**src/rtl/popcount11_combgen.sv**
```systemverilog
// Enumerates every N-bit vector of popcount k in ascending order.
// One vector per cycle via a single-cycle next-same-popcount step.
module popcount11_combgen #(
    parameter int N  = 11,
    parameter int KW = 4,
    parameter int IW = 9
) (
    input  logic          clk,
    input  logic          rst_n,
    input  logic          start,
    input  logic [KW-1:0] k,
    output logic          busy,
    output logic          vec_valid,
    input  logic          vec_ready,
    output logic [N-1:0]  vec,
    output logic [IW-1:0] vec_idx,
    output logic          vec_last,
    output logic          done,
    output logic          err
);

    localparam int TZW = $clog2(N);
    localparam logic [KW-1:0] KMAX = KW'(N);
    localparam logic [N-1:0]  ALL  = '1;

    typedef enum logic {
        IDLE,
        EMIT
    } state_t;

    state_t         state, state_n;
    logic [N-1:0]   vec_q, vec_n;
    logic [N-1:0]   lastv_q, lastv_n;
    logic [IW-1:0]  idx_q, idx_n;
    logic           done_q, done_n;
    logic           err_q, err_n;
    logic           is_last;

    logic [N-1:0]   low_bit;
    logic [N-1:0]   ripple;
    logic [N-1:0]   ones;
    logic [N-1:0]   succ;
    logic [TZW-1:0] tz;

    assign is_last   = (state == EMIT) && (vec_q == lastv_q);
    assign busy      = (state == EMIT);
    assign vec_valid = (state == EMIT);
    assign vec       = vec_q;
    assign vec_idx   = idx_q;
    assign vec_last  = is_last;
    assign done      = done_q;
    assign err       = err_q;

    // Successor: add lowest set bit, then refill the dropped ones at the bottom.
    always_comb begin
        low_bit = vec_q & (~vec_q + N'(1));
        ripple  = vec_q + low_bit;
        tz      = '0;
        for (int i = N - 1; i >= 0; i--) begin
            if (vec_q[i]) tz = TZW'(i);
        end
        ones = ((ripple ^ vec_q) >> 2) >> tz;
        succ = ripple | ones;
    end

    // Next-state and datapath updates; vector regs are zero outside EMIT.
    always_comb begin
        state_n = state;
        vec_n   = vec_q;
        lastv_n = lastv_q;
        idx_n   = idx_q;
        done_n  = 1'b0;
        err_n   = 1'b0;
        unique case (state)
            IDLE: begin
                if (start) begin
                    if (k > KMAX) begin
                        err_n = 1'b1;
                    end else begin
                        state_n = EMIT;
                        vec_n   = ~(ALL << k);
                        lastv_n = ~(ALL >> k);
                        idx_n   = '0;
                    end
                end
            end
            EMIT: begin
                if (vec_ready) begin
                    if (is_last) begin
                        state_n = IDLE;
                        vec_n   = '0;
                        lastv_n = '0;
                        idx_n   = '0;
                        done_n  = 1'b1;
                    end else begin
                        vec_n = succ;
                        idx_n = idx_q + IW'(1);
                    end
                end
            end
            default: state_n = IDLE;
        endcase
    end

    // State and output registers, cleared asynchronously by reset.
    always_ff @(posedge clk or negedge rst_n) begin
        if (!rst_n) begin
            state   <= IDLE;
            vec_q   <= '0;
            lastv_q <= '0;
            idx_q   <= '0;
            done_q  <= 1'b0;
            err_q   <= 1'b0;
        end else begin
            state   <= state_n;
            vec_q   <= vec_n;
            lastv_q <= lastv_n;
            idx_q   <= idx_n;
            done_q  <= done_n;
            err_q   <= err_n;
        end
    end

endmodule

```
**config.mk**
```make
export PLATFORM = sky130hd
export DESIGN_NAME = popcount11_combgen
export DESIGN_NICKNAME = d
export VERILOG_FILES = /design/src/rtl/popcount11_combgen.sv
export SDC_FILE = /design/constraint.sdc
export NUM_CORES = 1
export LEC_CHECK = 0
export BUFFER_PORTS_ARGS = -buffer_cell sky130_fd_sc_hd__buf_2
export CAP_MARGIN = 20
export CORE_AREA = 2 2 76 78
export DETAILED_ROUTE_END_ITERATION = 16
export DIE_AREA = 0 0 78 80
export GPL_TIMING_DRIVEN = 0
export PLACE_DENSITY = 0.81
export SLEW_MARGIN = 10
export SYNTH_ARGS = -nofsm -noshare
export SYNTH_HDL_FRONTEND = slang
export SYNTH_SLANG_ARGS = --single-unit
```
**constraint.sdc**
```tcl
create_clock -name clk -period 2.05 [get_ports clk]
set_clock_uncertainty 0.1 [all_clocks]
set_input_delay 0.41 -clock clk [delete_from_list [all_inputs] [get_ports clk]]
set_output_delay 0.41 -clock clk [all_outputs]
set_load 0.02 [all_outputs]
```
==> impl_metrics.yaml, run 1 <==
floorplan:
  die_h_um: 80
  io_pins: 33
  dieWidth_um: 78
  placement_rows: 27
  core_area_um2: 5410
  die_area_um2: 6240
  initial_core_util_pct: 48.7
global_routing:
  grt_pass1_vias: 2784
  grt_overflow_total: 0
  antenna_found_initial: 0
  grt_max_degree: 35
  grtUsageTotal_pct: 29.7
  grt_pass1_wl_mm: 14.3
timing:
  maxSlewHeadroom_pct: 48.1
  finalWorstSetupSlack_ns: -0.268
  max_freq_mhz: 431
  worst_pin_slew_ns: 0.778
  min_period_ns: 2.32
  setup_viol: 28
  hold_viol: 0
  min_period_over_period_pct: 113
  rsz0062_at_grt: "true"
  slew_violations: 0
  whs_ns: 0.0937
worst_setup_path:
  path_max_fanout: 4
  worstPathRequired_ns: 2.15
  cp_slowest_cell: "or4_4"
  cpPeakStageDelay_ns: 0.49
  path_class: "register to register"
  start_kind: "register"
  cp-end-kind: "register"
  cp.arrival_ns: 2.42
  crit_chain: "buf_6 -> or4_4 -> nor4_4 -> o21ai_1 -> o21ai_1 -> mux4_2 -> a31oi_1 -> a31oi_1"
placed_design:
  place_ws_ns: -0.625
  port_buffers: 31
  dp_hpwl_mm: 5.88
  dp_cells: 429
  place_congestion: 0.977
synthesis:
  synth_edf_count: 0
  ys_seq_area_share_pct: 32.3
  yosysWarnings: 0
  synth-seq-cells: 34
  netlist.area_leader.share_pct: 32.3
  synthTopCellsByArea: "dfrtp_1 32%, nand2_1 6.3%, o21ai_0 6.1%"
  ys.flop_type: "dfrtp_1"
  synth_area_um2: 2630
  syn_avg_cell_area_um2: 8.08
  synth_nets: 335
  synth_cell_types: 61
  yosysTopAreaCell: "dfrtp_1"
  ys_async_sr_fraction_pct: 100
  synthCells: 326
clocking:
  cts_tree: "done"
  clk_path_buf_depth: 2
  cts.sinks: 34
  h-tree-depth: 2
  cts_hold_buf: 0
  numCtsBuffers: 5
  clk_latency_ns: 0.30
  cts_root_buffer: "clkbuf_8"
  clkTransAtPathRegs_ns: 0.07
power:
  p_switching_w: 0.00339
  cellPowerDensity_nw_per_um2: 1690
  intPower_w: 0.00337
  p_clk_share_pct: 7.2
  p_seq_share_pct: 20.0
  power_leakage_nw: 1.77
  swShare_pct: 50.2
  pwr-share-comb_pct: 72.9
  ir_drop_mv: 1.04
drt:
  drt-total-wl_mm: 9.92
  routedWlPerCell_um: 20.5
  firstDrtPassIters: 5
  num_vias: 3116
  vias_per_cell: 6.42
  drcViolationCount: 0
  final_antenna_net_count: 0
  drt_iter0_drc: 330
cells_and_area:
  drive_gt1_share_pct: 49.9
  area_growth_pct: 52.2
  diodes: 0
  layout.nets: 421
  final_cells: 485
  utilization_pct: 74.1
  nFillCells: 375
run_status:
  status: "finished, violations left"
  violations: "setup timing"
job:
  drv_cap: 0
hold_path:
  hold_path_class: "input pin to asynchronous set/reset pin"
kinds of logic after synthesis:
group,synth area share [%]
compound gates,28.9
xor+xnor,4.66
fa+ha+maj,0.475
buf+inv,5.37
flops,32.3
mux,3.14
simple gates,25.1
per-layer routing:
| metal | GRT usage [%] | share of wire [%] |
|---|---|---|
| met5 | 0 | 0 |
| met4 | 13.2 | 4.7 |
| met3 | 4.64 | 7.7 |
| met2 | 49.6 | 49 |
| met1 | 38.1 | 39 |
power by group through the flow:
stage                     Clock (W)  Combinational [W]  Sequential [W]
after floorplan                   0            0.00216         0.00142
after global placement            0            0.00308         0.00129
after detailed placement          0            0.00314         0.00129
after CTS                  0.000491            0.00403         0.00129
after global routing       0.000525            0.00517         0.00139
final                      0.000483            0.00493         0.00135
area by class of cell:
class	instances	area, um2	area share [%]
buffer	24	208	5.18
clock buffer	6	72.6	1.81
clock inverter	2	10.0	0.250
inverter	6	25.0	0.625
multi-input combinational	261	2110	52.6
sequential	34	865	21.6
tap	72	90.1	2.25
timing repair buffer	80	629	15.7
synthesized netlist by cell type, drive strengths merged, types with 2 or more instances:
master and number:
a21oi 22, clkbuf 12, o21ai 34, nor4 5
a21boi 2, o22ai 3, a31oi 8, xor2 12
a22oi 2, o211a 3, nand3 12, o211ai 4
o21a 3, o31ai 8, a221oi 3, o221ai 2
nand2b 5, xnor2 2, a31o 2, and2 3
nand2 45, nand4 3, inv 6, a21o 7
buf 13, nor2b 10, and3 5, mux2i 6
or4 2, nor2 22, dfrtp 34, nor3b 2
nor3 8, or2 2
registers in the layout (all words and copies together), names as in the netlist:
signal	count
busy	1
done	1
err	1
lastv_q	11
vec	11
vec_idx	9
metrics by stage:
stage | area (um2) | setup TNS, ns | total power [W]
after floorplan | 2710 | -0.306 | 0.00358
after global placement | 2960 | -8.17 | 0.00437
after detailed placement | 2960 | -8.74 | 0.00443
after CTS | 3550 | -1.93 | 0.00581
after global routing | 4010 | -6.43 | 0.00708
final | 4010 | -4.17 | 0.00676
timing repair:
item | 4_1_cts | 5_1_grt
resized for setup | 58 | 93
pin swaps | 26 | 36
gates cloned | 0 | 2
endpoints found under the setup margin | 31 | 31
setup buffers | 35 | 12
path summary, 6_finish.rpt:
path,start,endpoint,slack [ns],depth (start not counted)
max,vec[1],vec[1],-0.27,8
min,rst_n,vec_idx[5],0.09,1
max reg2reg,vec[1],vec[1],-0.27,8
min reg2reg,lastv_q[10],lastv_q[10],0.40,1
max in group asynchronous,rst_n,busy,1.21,1
min in group clk,start,lastv_q[3],0.30,3
worst max-delay path, delay by kind of cell (launching register included):
kind | cells | cell delay (ns)
AOI/OAI and AO/OA | 4 | 0.53
DFF | 1 | 0.45
buffers and inverters | 1 | 0.13
muxes | 1 | 0.28
and+or+nand+nor | 2 | 0.73
placed cells by master, fill, tap and decap left out, types with 9 or more instances in the layout:
cell | synthesis | final
buf_4 | 3 | 39
buf_2 | 10 | 31
nand2_1 | 44 | 29
dfrtp_1 | 34 | 23
a21oi_1 | 20 | 16
nor2_1 | 20 | 14
o21ai_1 | 2 | 13
buf_6 | 0 | 12
o21ai_0 | 32 | 12
dfrtp_2 | 0 | 11
xor2_1 | 12 | 10
nor2b_1 | 10 | 9
o21ai_2 | 0 | 9
Power figures use the tool's default switching activity.
==> run 2, diff against run 1 <==
Settings changed: CTS_CLUSTER_SIZE set to 24, SKIP_LAST_GASP set to 1.
==> impl_metrics.yaml, run 2 (same netlist as run 1, synthesis figures left out) <==
drt:
  drt_iter0_drc: 334
  vias_per_cell: 6.38
  drt-total-wl_mm: 10.0
  num_vias: 3092
  drcViolationCount: 0
  final_antenna_net_count: 0
  routedWlPerCell_um: 20.6
  firstDrtPassIters: 6
timing:
  rsz0062_at_grt: "true"
  setup_viol: 29
  maxSlewHeadroom_pct: 48.7
  whs_ns: 0.0857
  slew_violations: 0
  finalWorstSetupSlack_ns: -0.296
  worst_pin_slew_ns: 0.769
  max_freq_mhz: 426
  min_period_over_period_pct: 114
  min_period_ns: 2.35
  hold_viol: 0
placed_design:
  port_buffers: 31
  place_area_um2: 2960
  dp_hpwl_mm: 5.88
  place_ws_ns: -0.625
  place_congestion: 0.977
floorplan:
  die_area_um2: 6240
  io_pins: 33
  die_h_um: 80
  placement_rows: 27
  core_area_um2: 5410
  initial_core_util_pct: 48.7
  dieWidth_um: 78
worst_setup_path:
  worstPathRequired_ns: 2.16
  cp-end-kind: "register"
  cp.arrival_ns: 2.45
  path_max_fanout: 4
  path_class: "register to register"
  start_kind: "register"
clocking:
  cts_root_buffer: "clkbuf_8"
  clk_path_buf_depth: 2
  cts.sinks: 34
  h-tree-depth: 2
  cts_tree: "done"
  clk_latency_ns: 0.29
  clkTransAtPathRegs_ns: 0.07
  numCtsBuffers: 5
power:
  p_switching_w: 0.00342
  finalPower_w: 0.00678
  swShare_pct: 50.4
  p_seq_share_pct: 19.9
  power_leakage_nw: 1.77
  intPower_w: 0.00336
  cellPowerDensity_nw_per_um2: 1690
  pwr-share-comb_pct: 72.8
  p_clk_share_pct: 7.3
  ir_drop_mv: 1.04
global_routing:
  grtUsageMet2_pct: 49.6
  use_met1_pct: 38.1
  grt_overflow_total: 0
  antenna_found_initial: 0
  grtUsageMet3_pct: 4.64
  grt_pass1_wl_mm: 14.3
  grt_pass1_vias: 2784
  grt_max_degree: 35
  busiest_layer: "met2"
  grtUsageTotal_pct: 29.7
cells_and_area:
  drive_gt1_share_pct: 49.9
  diodes: 0
  final_cell_mix: "39 x buf_4, 32 x buf_2, 29 x nand2_1"
  area_growth_pct: 52.0
  layout.nets: 421
  final_common_cell: "buf_4"
  utilization_pct: 74.0
  fin_area_um2: 4000
run_status:
  violations: "setup timing"
  status: "finished, violations left"
hold_path:
  hold_path_class: "input pin to asynchronous set/reset pin"
job:
  drv_cap: 0
run 2: power by group through the flow:
stage | combinational, W | sequential [W] | clock (W)
after global placement | 0.00308 | 0.00129 | 0
after detailed placement | 0.00314 | 0.00129 | 0
after floorplan | 0.00216 | 0.00142 | 0
after CTS | 0.00403 | 0.00129 | 0.000491
final | 0.00494 | 0.00135 | 0.000493
after global routing | 0.00517 | 0.00138 | 0.000534
run 2: area by class of cell:
| cell class | count | area [um2] |
|---|---|---|
| Buffer | 24 | 205 |
| Clock buffer | 6 | 72.6 |
| Clock inverter | 2 | 10.0 |
| Fill cell | 383 | 1400 |
| Inverter | 6 | 22.5 |
| Multi-Input combinational cell | 261 | 2110 |
| Sequential cell | 34 | 865 |
| Tap cell | 72 | 90.1 |
| Timing Repair Buffer | 80 | 629 |
run 2: worst max-delay path, stage by stage (launching register included):
cell and delay [ns]:
dfrtp_2 0.45, buf_6 0.13, or4_4 0.49, nor4_4 0.24, o21ai_1 0.15, o21ai_1 0.13
mux4_2 0.29, a31oi_1 0.12, a31oi_1 0.16
run 2: path summary, 6_finish.rpt:
check                            start     endpoint  slack [ns]  cells after the start
max                             vec[1]       vec[1]       -0.30                      8
min                              rst_n   vec_idx[5]        0.09                      1
max reg2reg                     vec[1]       vec[1]       -0.30                      8
min reg2reg                lastv_q[10]  lastv_q[10]        0.40                      1
max in group asynchronous        rst_n         busy        1.22                      1
min in group clk                 start   lastv_q[3]        0.30                      3
run 2: through the flow:
stage,TNS (ns),instances
after CTS,-1.93,471
after detailed placement,-8.74,429
after global routing,-6.52,485
after global placement,-8.17,429
after floorplan,-0.306,326
final,-4.16,485
run 2: metal layers:
| layer | share of wire, % | up-vias |
|---|---|---|
| met1 | 39 | 1470 |
| li1 | - | 1368 |
| met2 | 49 | 201 |
| met3 | 7.7 | 53 |
| met5 | 0 | - |
| met4 | 4.4 | 0 |
run 2: timing repair:
item | in CTS | in global routing
hold buffers | 0 | 0
setup buffers | 35 | 12
cloned | 0 | 2
endpoints found under the setup margin | 31 | 31
pin swaps | 26 | 33
gates resized for setup | 58 | 90
==> run 3, diff against run 2 <==
--- a/config.mk
+++ b/config.mk
@@ -15,2 +15,3 @@
 export PLACE_DENSITY = 0.81
+export SKIP_CTS_REPAIR_TIMING = 1
 export SKIP_LAST_GASP = 1
==> constraint.sdc (replaced) <==
create_clock -name clk -period 2.05 [get_ports clk]
set_clock_uncertainty 0.1 [all_clocks]
set_input_delay 0.5125 -clock clk [delete_from_list [all_inputs] [get_ports clk]]
set_output_delay 0.5125 -clock clk [all_outputs]
set_load 0.02 [all_outputs]
==> impl_metrics.yaml, run 3 (same netlist as run 1, synthesis figures left out) <==
worst_setup_path:
  cp-end-kind: "output pin"
  crit_chain: "buf_6 -> xor2_1 -> nor4_2 -> nand3_2 -> nor2_2 -> buf_4"
  crit_buf_inv: 2
  path_max_fanout: 10
  cp_slowest_cell: "dfrtp_2"
  cp.arrival_ns: 1.81
  path_class: "register to output pin"
  worstPathRequired_ns: 1.44
  start_kind: "register"
  cp_top_family: "simple AND/OR/NAND/NOR gates"
  cpPeakStageDelay_ns: 0.46
cells_and_area:
  area_growth_pct: 26.2
  final_common_cell: "nand2_1"
  final_cells: 449
  final_cell_mix: "42 x nand2_1, 34 x buf_2, 25 x o21ai_0"
  layout.nets: 385
  utilization_pct: 61.5
  drive_gt1_share_pct: 31.6
  diodes: 0
drt:
  firstDrtPassIters: 5
  drt-total-wl_mm: 8.21
  vias_per_cell: 6.28
  routedWlPerCell_um: 18.3
  num_vias: 2821
  final_antenna_net_count: 0
  drt_iter0_drc: 320
  drcViolationCount: 0
clocking:
  clkTransAtPathRegs_ns: 0.07
  numCtsBuffers: 5
  clk_path_buf_depth: 2
  clk_latency_ns: 0.29
  cts_tree: "done"
  cts_root_buffer: "clkbuf_8"
  h-tree-depth: 2
  cts.sinks: 34
run_status:
  status: "finished, violations left"
  violations: "setup timing"
floorplan:
  initial_core_util_pct: 48.7
  placement_rows: 27
  dieWidth_um: 78
  die_area_um2: 6240
  die_h_um: 80
  io_pins: 33
  core_area_um2: 5410
timing:
  rsz0062_at_grt: "true"
  worst_pin_slew_ns: 0.772
  setup_tns_ns: -4.67
  min_period_over_period_pct: 118
  finalWorstSetupSlack_ns: -0.371
  max_freq_mhz: 413
  whs_ns: 0.197
  hold_viol: 0
  setup_viol: 27
  min_period_ns: 2.42
  maxSlewHeadroom_pct: 48.5
  slew_violations: 0
power:
  power_leakage_nw: 1.48
  cellPowerDensity_nw_per_um2: 1660
  finalPower_w: 0.00553
  ir_drop_mv: 0.903
placed_design:
  place_congestion: 0.983
  dp_cells: 429
  port_buffers: 31
  dp_hpwl_mm: 5.85
global_routing:
  antenna_found_initial: 0
  grt_overflow_total: 0
  grt_pass1_wl_mm: 13.0
  grtUsageTotal_pct: 26.4
  grt_pass1_vias: 2645
  grt_max_degree: 35
hold_path:
  hold_path_class: "input pin to asynchronous set/reset pin"
job:
  drv_cap: 0
run 3: changes by cell type in the layout (fill, tap and decap cells not counted), moves of 5 or more:
| cell | before | now |
|---|---|---|
| buf_4 | 39 | 15 |
| nand2_1 | 29 | 42 |
| o21ai_0 | 13 | 25 |
| nand2_4 | 7 | 0 |
| buf_6 | 12 | 6 |
| o21ai_1 | 12 | 6 |
| o21ai_2 | 9 | 3 |
| nand2_2 | 7 | 2 |
| nor2_4 | 6 | 1 |
run 3: final cells by class:
type,instances,area (um2)
Fill cell,466,2080
Multi-Input combinational cell,261,1770
Sequential cell,34,863
Timing Repair Buffer,43,273
Buffer,25,193
Clock buffer,8,110
Tap cell,72,90.1
Inverter,6,22.5
run 3: through the flow:
stage	setup slack [ns]	area, um2
3_5_place_dp	-0.496	2960
4_1_cts	-0.502	3070
3_3_place_gp	-0.632	2960
6_report	-0.371	3320
5_1_grt	-0.498	3320
2_1_floorplan	-0.0850	2720
run 3: layer usage:
| metal | vias to the layer above | global-route usage, % | wire [um] |
|---|---|---|---|
| li1 | 1291 | - | - |
| met5 | - | 0 | 0 |
| met2 | 155 | 45.7 | 3970 |
| met1 | 1354 | 34.5 | 3430 |
| met4 | 0 | 7.89 | 232 |
| met3 | 21 | 3.51 | 578 |
run 3: worst reg2reg max path, delay by kind of cell (launching register included):
kind,cells,cell delay (ns)
simple gates,3,0.97
flops,1,0.47
compound gates,3,0.33
mux,1,0.31
buf+inv,1,0.15
run 3: final timing paths:
| kind | startpoint | endpoint | slack, ns | cells past startpoint |
|---|---|---|---|---|
| worst max-delay path | vec[1] | vec_last | -0.37 | 6 |
| worst min-delay path | rst_n | vec_idx[6] | 0.20 | 1 |
| worst max register to register | vec[3] | vec[1] | -0.36 | 8 |
| worst min register to register | lastv_q[7] | lastv_q[7] | 0.40 | 2 |
| max in group asynchronous | rst_n | vec[5] | 1.12 | 1 |
| min in group clk | lastv_q[7] | lastv_q[7] | 0.40 | 2 |
run 3: power breakdown:
| group | leakage, nW | switching [W] | internal, W |
|---|---|---|---|
| registers | 0.422 | 0.000348 | 0.000957 |
| logic | 1.00 | 0.00220 | 0.00145 |
| clock network | 0.0575 | 0.000244 | 0.000339 |
